<file path="config.mk">
export PLATFORM = sky130hd
export DESIGN_NAME = la_capture_sequencer
export DESIGN_NICKNAME = d
export VERILOG_FILES = /design/src/rtl/la_capture_sequencer.sv
export SDC_FILE = /design/constraint.sdc
export NUM_CORES = 1
export LEC_CHECK = 0
export CELL_PAD_IN_SITES_DETAIL_PLACEMENT = 0
export CELL_PAD_IN_SITES_GLOBAL_PLACEMENT = 2
export CORE_MARGIN = 10
export CORE_UTILIZATION = 31
export CTS_BUF_LIST = sky130_fd_sc_hd__clkbuf_4
export DETAILED_ROUTE_END_ITERATION = 8
export GPL_TIMING_DRIVEN = 0
export PLACE_DENSITY_LB_ADDON = 0.1
export SETUP_SLACK_MARGIN = 0.02
export SLEW_MARGIN = 20
export SYNTH_ARGS = -nofsm -noshare
export SYNTH_HDL_FRONTEND = slang
export SYNTH_SLANG_ARGS = --single-unit
</file>
<file path="constraint.sdc">
create_clock -name clk -period 2.68 [get_ports clk]
set_clock_uncertainty 0.05 [all_clocks]
set_input_delay 0.402 -clock clk [delete_from_list [all_inputs] [get_ports clk]]
set_output_delay 0.402 -clock clk [all_outputs]
set_load 0.02 [all_outputs]
</file>
<file path="src/rtl/la_capture_sequencer.sv">
// Logic-analyzer capture sequencer: owns the trace-RAM write pointer and
// sample count, gates the core clock-enable (run / single-step / halt) and
// shares the single trace-RAM address port with host readout.
//
// state | meaning
// IDLE  | after reset, waiting for the first init edge
// ARMED | capture armed or paused; pointer kept
// RUN   | continuous capture, one sample per cycle
// STEP  | single core cycle with one sample
// HALT  | stopped by the core or by a full trace RAM; only init leaves
module la_capture_sequencer #(
  parameter int ADDR_W = 5
) (
  input  logic              clk,
  input  logic              reset,
  input  logic              in_init,
  input  logic              step_en,
  input  logic              run_mode,
  input  logic              stop_n,
  input  logic              rd_req,
  input  logic [ADDR_W-1:0] rd_addr,
  output logic [ADDR_W-1:0] mem_addr,
  output logic              la_run,
  output logic              la_we,
  output logic              sts_ce,
  output logic              rd_gnt,
  output logic              rd_valid,
  output logic              full,
  output logic [ADDR_W:0]   wr_cnt,
  output logic [2:0]        state
);

  localparam logic [ADDR_W:0] DEPTH      = (ADDR_W + 1)'(1) << ADDR_W;
  localparam logic [ADDR_W:0] DEPTH_LAST = DEPTH - (ADDR_W + 1)'(1);

  typedef enum logic [2:0] {
    IDLE  = 3'd0,
    ARMED = 3'd1,
    RUN   = 3'd2,
    STEP  = 3'd3,
    HALT  = 3'd4
  } state_t;

  state_t            cur_state;
  state_t            nxt_state;
  logic              init_q;
  logic              step_q;
  logic              run_q;
  logic [ADDR_W-1:0] wr_ptr;
  logic              init_rise;
  logic              step_rise;
  logic              last_write;

  assign init_rise  = in_init & ~init_q;
  assign step_rise  = step_en & ~step_q;
  assign state      = cur_state;
  assign la_run     = (cur_state == RUN) | (cur_state == STEP);
  assign full       = (wr_cnt == DEPTH);
  assign la_we      = la_run & stop_n & ~full;
  assign last_write = la_we & (wr_cnt == DEPTH_LAST);
  assign sts_ce     = run_q & ~la_run;
  assign rd_gnt     = rd_req & ~la_run;
  assign mem_addr   = la_run ? wr_ptr : (rd_gnt ? rd_addr : wr_ptr);

  // Edge-detect history, clock-enable history and readout data-valid.
  always_ff @(posedge clk or posedge reset) begin
    if (reset) begin
      init_q   <= 1'b0;
      step_q   <= 1'b0;
      run_q    <= 1'b0;
      rd_valid <= 1'b0;
    end else begin
      init_q   <= in_init;
      step_q   <= step_en;
      run_q    <= la_run;
      rd_valid <= rd_gnt;
    end
  end

  // Write pointer wraps; sample count saturates at DEPTH; arm clears both.
  always_ff @(posedge clk or posedge reset) begin
    if (reset) begin
      wr_ptr <= '0;
      wr_cnt <= '0;
    end else if (init_rise) begin
      wr_ptr <= '0;
      wr_cnt <= '0;
    end else if (la_we) begin
      wr_ptr <= wr_ptr + 1'b1;
      if (wr_cnt != DEPTH) wr_cnt <= wr_cnt + 1'b1;
    end
  end

  // State register.
  always_ff @(posedge clk or posedge reset) begin
    if (reset) cur_state <= IDLE;
    else       cur_state <= nxt_state;
  end

  // Next-state logic; init edge overrides every other transition.
  always_comb begin
    nxt_state = cur_state;
    if (init_rise) begin
      nxt_state = ARMED;
    end else begin
      unique case (cur_state)
        IDLE:  nxt_state = IDLE;
        ARMED: begin
          if (run_mode)       nxt_state = RUN;
          else if (step_rise) nxt_state = STEP;
        end
        RUN: begin
          if (!stop_n)        nxt_state = HALT;
          else if (last_write) nxt_state = HALT;
          else if (!run_mode) nxt_state = ARMED;
        end
        STEP: begin
          if (!stop_n || last_write || full) nxt_state = HALT;
          else                               nxt_state = ARMED;
        end
        HALT:    nxt_state = HALT;
        default: nxt_state = IDLE;
      endcase
    end
  end

endmodule

</file>
==> results.md, run 1 <==
* Status: completed
* TritonCTS buffer count at 3
* Placer Congestion at 0.750
* Cell accounting for the most synthesized area: dfrtp_1
* Slowest cell on the critical path: clkdlybuf4s50_1
* Synth Area in Simple Gates at 22.4%
* Clk pwr share at approximately 13%
* Delay-heaviest family, CP: buffers and inverters
* Die height at between 70 and 80 um
* Routed length on met1 at between 1000 and 1500 um
* Antenna cell count at 0
* Post-DRT Antenna Nets at 0
* Core area at between 3000 and 4000 um2
* Site Rows at 20
* Area Growth Syn to Fin at 42.6%
* Startpoint class of the critical path: input pin
* Die width at ~76 um
* Final Critical Period at ~2600 ps
* NetSw at between 0.4 and 0.5 mW
* Mapped Cells at just over 90
* Peak supply drop at 0.235 mV
* Synth Area in Adders at under 10%
* Area occupied by multi-input gates at about 500 um2
* FMAX at roughly 0.39 GHz
* Worst Hold Class: input pin to async pin
* # port buffers at 31
* Largest net degree at the start of global routing at 19
* Cell Area, Synth at roughly 980 um2
* CP Depth at 4
* Worst path bufs/invs at 2
* Clock root buffer: clkbuf_4
* Top cell type's share of synthesized area at between 40% and 50%
* Dominant synthesized flop cell: dfrtp_1
* Post-detail-place hpwl at 1790 um
* Top layer in use: met4
* Global-route wire length before repair at approximately 4100 um
* Vias per cell at between 4 and 5
* Worst-path maximum fanout at 5
* Design Power at around 1.1 mW
* Pwr Density at between 700 and 800 nW/um2
* Initial antenna violation count at 0
* Most frequent CP cell: clkdlybuf4s50_1
* Slew headroom at about half
* Crit-path cells: clkdlybuf4s50_1 > nand3b_1 > a21oi_4 > clkdlybuf4s50_1
* Syn nets at approximately 110
* Netlist cell types at 33
* Synth Area in Compound Gates at under 10%
* Worst-path clk slew at ~100 ps
* Clock sinks at 18
* Post-synth ARST share at 100%
* Switching Fraction at 38.4%
* Setup TNS at 0 ps
* Storage cell area at 450 um2
* Clock tree buffer depth at 2
* Clock H-tree levels at 1
* Clock Latency Late Sink at between 200 and 300 ps
* Most frequent cells after synthesis: dfrtp_1 (18), nor2_1 (11), inv_1 (7)
* Maxcap violations at 0
* CTS tree: built
* Register area share after synthesis at 46.2%
* Design area at 1390 um2
* DRC at 0
* Total grt overflow at 0
* Setup-failing EPs final at 0
* Vias in the first global route at around 870
* Leakage at around 0.61 nW
* Most common cell in the synthesized netlist: dfrtp_1
* Met3 routed wirelength at approximately 150 um
* Fin crit share at a little over nine tenths
* Router iterations before antenna repair at 4
* Setup Crit Path Kind: input pin to output pin
* DR WL met2 at about 1100 um
* Unrepaired setup endpoints after global routing: no
* WP data arrival at 2120 ps
* Share of layout cells above drive strength 1 at 15.7%
* Max Slew Vio Count at 0
* Syn avg cell area at ~11 um2
* Reg power frac at between 30 and 40%
* Die area at between 5000 and 6000 um2
* Critical Path RT at 2230 ps
* P_int at around 0.66 mW
* CTS Hold Bufs at 0
* Initial Utilization at about a third
* Slew @ Worst Pin at 724 ps
* Flops & latches, synth at 18
* R2r setup slk at approximately 780 ps
* Fill cells at between 300 and 400
* Largest stage delay, worst path at between 600 and 700 ps
* Gr usage total at ~8.4%
* CP Capture Type: output pin
* Worst r2r path cells at 7
* Top post-synthesis cells by area: dfrtp_1 (46%), mux2_2 (5.8%), xnor2_1 (4.5%), nor2_1 (4.2%), ha_1 (3.8%)
* Final #Nets at ~140
* Placed Area at about 1300 um2
* Combinational power share at approximately half
* Ports at 32
* Multiplexer share of the synthesized area at 7.82%
* Final wirelength at ~2400 um
* Number of flops mapped to enable cells by yosys at 0
* Final Hold Viols at 0
* XOR/XNOR Fraction of Synth Area at just over 7%
* DR iter-0 viols at 35
* YS warnings at 0
* DR vias at 790
* Drt wl/cell at between 10 and 15 um
* Finished Core Util at between 40% and 50%
* Main combinational cell family by area after synthesis: simple AND/OR/NAND/NOR gates
==> cells in the final DEF (no fill, tap or decap), drive strengths merged, types with 4 or more instances in the layout <==
cell type,instances
a211oi,4
clkbuf,4
clkdlybuf4s50,30
dfrtp,18
inv,7
mux2,5
nand3,5
nor2,11
xnor2,5
==> layout make-up <==
type	count	share of cell area (%)
sequential	18	32.4
tap	44	3.96
multi-input combinational	64	36.0
buffer	2	0.629
clock buffer	3	1.62
timing repair buffer	33	23.6
inverter	7	1.89
==> metrics by stage <==
stage	hold WS [ps]	setup slack [ps]	std cells
floorplan	291	909	91
global placement	480	55.0	166
detailed placement	484	49.2	166
CTS	491	46.3	171
global route	515	23.3	171
finish	478	111	171
==> layer usage <==
metal	up-vias	GRT usage, %
met3	2	2.59
met1	373	10.4
met4	0	2.79
met5	-	0
li1	391	-
met2	24	13.5
==> cell families (layout without fill, tap and decap cells) <==
kind of cell    Yosys count  in the layout
simple gates             35             35
compound gates           11             11
xor+xnor                  8              8
mux                       7              7
flops                    18             18
fa+ha+maj                 3              3
buf+inv                   9             45
==> power groups by stage <==
stage               clock, mW  sequential (mW)  combinational [mW]
finish                  0.135            0.390               0.546
global route            0.151            0.401               0.596
CTS                     0.140            0.390               0.547
detailed placement          0            0.395               0.513
global placement            0            0.395               0.508
floorplan                   0            0.422               0.265
==> worst reg2reg max path: stages, from the launching register on <==
cell	delay [ps]
dfrtp_1	440
inv_1	80
ha_1	150
nor4b_4	350
buf_4	200
nand3_2	80
a41o_1	250
a31o_1	210
==> flip-flops by register name (all words and copies together), names as in the netlist <==
signal,count
init_q,1
rd_valid,1
run_q,1
state,3
step_q,1
wr_cnt,6
wr_ptr,5
==> worst paths after layout <==
| path | end | startpoint |
|---|---|---|
| worst max-delay path | la_we | stop_n |
| worst min-delay path | wr_ptr[3] | reset |
| worst max register to register | state[0] | wr_cnt[0] |
| worst min register to register | wr_ptr[4] | wr_ptr[4] |
| max in group asynchronous | state[0] | reset |
| min in group clk | wr_ptr[4] | wr_ptr[4] |
==> timing repair <==
action / in CTS / in global routing
resized for setup: 0 / 3
pin swaps: 0 / 0
hold endpoints to repair: 0 / 0
buffers inserted: 2 / 0
endpoints found under the setup margin: 1 / 3
Note: power is estimated with default switching activity, not from simulation.
==> run 2: changes to the inputs <==
--- a/config.mk
+++ b/config.mk
@@ -11,7 +11,6 @@
 export CORE_UTILIZATION = 31
 export CTS_BUF_LIST = sky130_fd_sc_hd__clkbuf_4
 export DETAILED_ROUTE_END_ITERATION = 8
-export GPL_TIMING_DRIVEN = 0
 export PLACE_DENSITY_LB_ADDON = 0.1
 export SETUP_SLACK_MARGIN = 0.02
 export SLEW_MARGIN = 20
==> run 2 against run 1 <==
  * Hold slack lost 32 ps
  * Cell count did not move
  * Sequential share of layout area up 0.12 points
  * Die area stayed put
  * Wire length down 0.17%
  * Cell area fell by 0.36%
  * Utilization down 0.17 points
  * Non-clock buffer count shrank 1
  * Register-to-register slack improved by 90 ps
==> results.md, run 2 (same netlist as run 1, synthesis figures left out) <==
* Clock sinks at 18 (unchanged)
* DRC at 0 (unchanged)
* Leakage at 0.610 nW (-0.46%)
* Worst-path clk slew at 110 ps (about the same)
* Delay-heaviest family, CP: buffers and inverters
* CTS Hold Bufs at 0 (unchanged)
* Clock H-tree levels at 1 (unchanged)
* Fin crit share at 92.8% (-3.1 points)
* Largest net degree at the start of global routing at 19 (unchanged)
* Post-DRT Antenna Nets at 0 (unchanged)
* CP Capture Type: output pin
* Clk pwr share at 13.2% (+0.6 points)
* TritonCTS buffer count at 3 (unchanged)
* FMAX at 0.402 GHz (+3.3%)
* R2r setup slk at 870 ps (+90 ps)
* Clock root buffer: clkbuf_4
* Worst path bufs/invs at 2 (unchanged)
* DR vias at 790 (unchanged)
* Setup-failing EPs final at 0 (unchanged)
* Worst r2r path cells at 7 (unchanged)
* Slowest cell on the critical path: clkdlybuf4s50_1
* Final Critical Period at 2490 ps (-81.9 ps)
* Final #Nets at 143 (-0.69%)
* Peak supply drop at 0.324 mV (+38%)
* Worst R2R Start: wr_cnt[0]
* Site Rows at 20 (unchanged)
* Core area at 3030 um2 (unchanged)
* Global-route wire length before repair at 4060 um (-2.1%)
* Total grt overflow at 0 (unchanged)
* Drt wl/cell at 14.1 um (-0.17%)
* Router iterations before antenna repair at 3 (-1)
* Slew headroom at 53.1% (+1.4 points)
* Clock Latency Late Sink at 300 ps (about the same)
* Largest stage delay, worst path at 540 ps (-110 ps)
* Status: completed
* Share of layout cells above drive strength 1 at 15.7% (unchanged)
* Die area at 5790 um2 (unchanged)
* Clock tree buffer depth at 2 (unchanged)
* Startpoint class of the critical path: flip-flop
* Gr usage total at 8.44% (+0.020 points)
* RR Endpoint: state[0]
* Final Hold Viols at 0 (unchanged)
* Final wirelength at 2410 um (-0.17%)
* CTS tree: built
* Most common cell after layout, fill and taps aside: clkdlybuf4s50_1
* Crit-path cells: inv_1 > nand2_1 > nand2_2 > mux2_2 > clkdlybuf4s50_1
* Unrepaired setup endpoints after global routing: no
* Area Growth Syn to Fin at 42.1%
* Worst-path maximum fanout at 6 (+1)
* Largest reg by FF count: wr_cnt
* Pwr Density at 764 nW/um2 (-0.73%)
* Hold_ws at 447 ps (-31.6 ps)
* Ports at 32 (unchanged)
* Max Slew Vio Count at 0 (unchanged)
* Design Power at 1.06 mW (-1.1%)
* Commonest cells after routing, fill and taps aside: clkdlybuf4s50_1 (30), dfrtp_1 (18), nor2_1 (11)
* Setup TNS at 0 ps (unchanged)
* Switching Fraction at 38.5% (+0.085 points)
* DR iter-0 viols at 22 (-37%)
* Placer Congestion at 0.762 (+1.6%)
* CP Depth at 5 (+1)
* Reg power frac at 36.7% (+0.3 points)
* Initial antenna violation count at 0 (unchanged)
* Vias per cell at 4.62 (unchanged)
* Critical Path RT at 2230 ps (about the same)
* Max reg flops at 6 (unchanged)
* Vias in the first global route at 804 (-7.4%)
* Initial Utilization at 32.2% (unchanged)
* Antenna cell count at 0 (unchanged)
* P_int at 0.651 mW (-1.2%)
* Setup Crit Path Kind: flip-flop to output pin
* Worst Hold Class: input pin to async pin
* Combinational power share at 50.0% (-1.0 points)
* Maxcap violations at 0 (unchanged)
* # port buffers at 31 (unchanged)
* WP data arrival at 2030 ps (-90 ps)
* Die height at 76.1 um (unchanged)
* Slew @ Worst Pin at 702 ps (-21.6 ps)
* NetSw at 0.408 mW (-0.87%)
* Post-detail-place hpwl at 1890 um (+5.2%)
* Die width at 76.1 um (unchanged)
-- run 2: cell types whose count changed in the layout (fill, tap and decap cells not counted), sizes merged --
cell / before / now
clkbuf: 4 / 3
clkinv: 0 / 1
-- run 2: power by group through the flow --
stage	Clock [mW]	Sequential [mW]	Combinational (mW)
6_report	0.140	0.389	0.530
5_1_grt	0.162	0.401	0.579
4_1_cts	0.149	0.389	0.540
3_5_place_dp	0	0.393	0.541
3_3_place_gp	0	0.393	0.531
2_1_floorplan	0	0.422	0.265
-- run 2: timing repair --
action / in CTS / in global routing
buffers inserted: 0 / 0
endpoints found under the hold margin: 0 / 0
resized for setup: 0 / 2
setup endpoints to repair: 0 / 6
-- run 2: routing by layer --
| metal | up-vias | track usage (%) | part of all wire (%) | routed length (um) |
|---|---|---|---|---|
| met5 | - | 0 | 0 | 0 |
| met4 | 0 | 3.35 | 1.7 | 40 |
| met3 | 5 | 3.42 | 7.4 | 179 |
| met2 | 21 | 13.9 | 47 | 1130 |
| met1 | 366 | 9.49 | 44 | 1060 |
| li1 | 398 | - | - | - |
-- run 2: how the worst max path moves through the flow --
stage	end	startpoint	slack, ps
floorplan	wr_cnt[1]	wr_cnt[0]	910
global placement	la_we	stop_n	290
detailed placement	la_we	stop_n	290
CTS	mem_addr[3]	state[2]	90
global route	mem_addr[2]	state[2]	90
finish	mem_addr[3]	state[2]	190
-- run 2: layout make-up --
cell class | instances | area (um2)
timing repair buffer | 34 | 335
inverter | 7 | 26.3
tap | 44 | 55.1
multi-input combinational | 64 | 493
clock inverter | 1 | 3.75
clock buffer | 3 | 22.5
sequential | 18 | 450
fill | 313 | 1640
-- run 2: stage by stage --
step                      setup slack, ps  cells  utilization, %  area [um2]
after global routing                 91.8    171            45.8        1390
after floorplan                       909     91               -         976
final                                 193    171            45.8        1390
after global placement                293    167            44.8        1360
after detailed placement              287    167            44.8        1360
after CTS                            86.5    171            45.6        1380
==> run 3: changes to the inputs <==
--- a/config.mk
+++ b/config.mk
@@ -8,10 +8,11 @@
 export CELL_PAD_IN_SITES_DETAIL_PLACEMENT = 0
 export CELL_PAD_IN_SITES_GLOBAL_PLACEMENT = 2
 export CORE_MARGIN = 10
-export CORE_UTILIZATION = 31
+export CORE_UTILIZATION = 26
 export CTS_BUF_LIST = sky130_fd_sc_hd__clkbuf_4
 export DETAILED_ROUTE_END_ITERATION = 8
-export PLACE_DENSITY_LB_ADDON = 0.1
+export PLACE_DENSITY_LB_ADDON = 0.3
+export RECOVER_POWER = 50
 export SETUP_SLACK_MARGIN = 0.02
 export SLEW_MARGIN = 20
 export SYNTH_ARGS = -nofsm -noshare
==> constraint.sdc (replaced) <==
create_clock -name clk -period 2.1 [get_ports clk]
set_clock_uncertainty 0.05 [all_clocks]
set_input_delay 0.315 -clock clk [delete_from_list [all_inputs] [get_ports clk]]
set_output_delay 0.315 -clock clk [all_outputs]
set_load 0.02 [all_outputs]
==> run 3 against run 2 <==
  * Via count grew 7.1%
  * Die area rose by 14%
  * Combinational power is 54% higher
  * Clock power grew 23%
  * Register-to-register slack worse by 560 ps
  * Cell area increased by 5.8%
  * Count of clock-buffer cells in the layout did not move
  * Global-route usage is 0.47 points lower
  * Wire length rose by 5.1%
  * Sequential share of layout area fell by 1.8 points
  * Cell count is 11% higher
  * Critical endpoint is now state[1]
  * Highest routed layer unchanged
==> results.md, run 3 (same netlist as run 1, synthesis figures left out) <==
* Status: completed
* Setup-failing EPs final at 0 (unchanged)
* Slew @ Worst Pin at 999 ps (+297 ps)
* Ports at 32 (unchanged)
* DRC at 0 (unchanged)
* Site Rows at 22 (+10%)
* Design area at 1470 um2 (+5.8%)
* Worst r2r path cells at 8 (+1)
* Post-DRT Antenna Nets at 0 (unchanged)
* DR vias at 846 (+7.1%)
* Area occupied by multi-input gates at 498 um2 (+1.0%)
* Final #Nets at 158 (+10%)
* Final Critical Period at 1980 ps
* Router iterations before antenna repair at 4 (+1)
* Final wirelength at 2540 um (+5.1%)
* Max reg flops at 6 (unchanged)
* CTS tree: built
* Fin crit share at a little over nine tenths
* Worst R2R Start: wr_cnt[0]
* TritonCTS buffer count at 3 (unchanged)
* CP Capture Type: output pin
* Vias in the first global route at 857 (+6.6%)
* Max Slew Vio Count at 0 (unchanged)
* Critical path launch point: state[1]
* WP data arrival at 1620 ps (-410 ps)
* Slew headroom at 33.4% (-20 points)
* Pwr Density at 989 nW/um2 (+29%)
* Gr usage total at 7.96% (-0.47 points)
* Die width at 81.3 um (+6.8%)
* DR iter-0 viols at 15 (-32%)
* Initial Utilization at 26.9% (-5.4 points)
* FMAX at 0.504 GHz
* Global-route wire length before repair at 4140 um (+2.0%)
* Worst Hold Class: flip-flop to flip-flop
* Die height at 81.3 um (+6.8%)
* Fill cells at 383 (+22%)
* Worst-path clk slew at 100 ps (about the same)
* Largest reg by FF count: wr_cnt
* Drt wl/cell at 13.4 um (-4.9%)
* Setup crit end: state[1]
* Antenna cell count at 0 (unchanged)
* Clock Latency Late Sink at 290 ps (about the same)
* Placer Congestion at 0.756 (-0.76%)
* Clock H-tree levels at 1 (unchanged)
* Startpoint class of the critical path: flip-flop
* Initial antenna violation count at 0 (unchanged)
* Commonest cells after routing, fill and taps aside: dfrtp_1 (18), clkdlybuf4s50_1 (17), buf_4 (14)
* Clock root buffer: clkbuf_4
* Maxcap violations at 0 (unchanged)
* Clock sinks at 18 (unchanged)
* Post-detail-place hpwl at 1980 um (+5.2%)
* Die area at 6600 um2 (+14%)
* # port buffers at 31 (unchanged)
* Unrepaired setup endpoints after global routing: no
* Most common cell after layout, fill and taps aside: dfrtp_1
* Area Growth Syn to Fin at 50.3%
* Core area at 3630 um2 (+20%)
* Placed Area at 1450 um2 (+7.0%)
* Critical Path RT at 1740 ps (-490 ps)
* Share of layout cells above drive strength 1 at 26.2% (+10 points)
* Total grt overflow at 0 (unchanged)
* R2r setup slk at 310 ps (-560 ps)
* Clock tree buffer depth at 2 (unchanged)
* Leakage at 0.682 nW (+12%)
* Setup Crit Path Kind: flip-flop to output pin
* RR Endpoint: state[0]
* Storage cell area at 450 um2 (unchanged)
* Hold_ws at 508 ps (+61.5 ps)
* Vias per cell at 4.48 (-3.1%)
* Largest net degree at the start of global routing at 19 (unchanged)
* Worst-path maximum fanout at 8 (+2)
* Peak supply drop at 0.368 mV (+14%)
* Final Hold Viols at 0 (unchanged)
-- run 3: worst min path at each step --
stage	depth (start not counted)	slack, ps	to	from
after floorplan	1	200	init_q	reset
after global placement	2	490	wr_ptr[4]	wr_ptr[4]
after detailed placement	2	490	wr_ptr[4]	wr_ptr[4]
after CTS	3	300	wr_ptr[3]	reset
after global routing	2	540	wr_ptr[4]	wr_ptr[4]
final	2	510	wr_ptr[4]	wr_ptr[4]
-- run 3: critical path: stages (launching register included) --
cell and delay (ps):
dfrtp_1 350, clkbuf_1 300, clkdlybuf4s50_1 680
-- run 3: cell type report --
type	instances	share of cell area, %
well taps	48	4.10
flip-flops and latches	18	30.7
inverters	7	1.79
clock buffers	3	1.54
repair buffers	49	27.9
multi-input cells	64	34.0
-- run 3: power breakdown --
group / switching, mW / total, mW / internal [mW] / leakage [nW]
clock network: 0.105 / 0.172 / 0.0667 / 0.0138
logic: 0.388 / 0.815 / 0.427 / 0.430
registers: 0.0498 / 0.464 / 0.414 / 0.238
-- run 3: through the flow --
step | util, % | setup TNS [ps] | instances | setup WS, ps | power, mW
finish | 40.4 | 0 | 189 | 116 | 1.45
global route | 40.4 | 0 | 189 | 22.9 | 1.57
CTS | 40.6 | 0 | 187 | 23.0 | 1.45
detailed placement | 39.9 | -591 | 183 | -125 | 1.28
global placement | 39.9 | -568 | 183 | -121 | 1.27
floorplan | - | 0 | 91 | 329 | 0.878
-- run 3: what timing repair did --
action	4_1_cts	5_1_grt
pin swaps	0	0
setup endpoints to repair	10	8
hold buffers	0	0
resized for setup	13	12
buffers inserted	1	2
endpoints found under the hold margin	0	0
-- run 3: layer usage --
metal	vias to the layer above	track usage, %	routed length [um]
met2	22	12.6	1170
li1	425	-	-
met4	0	3.11	28
met5	-	0	0
met3	4	3.09	219
met1	395	9.46	1120
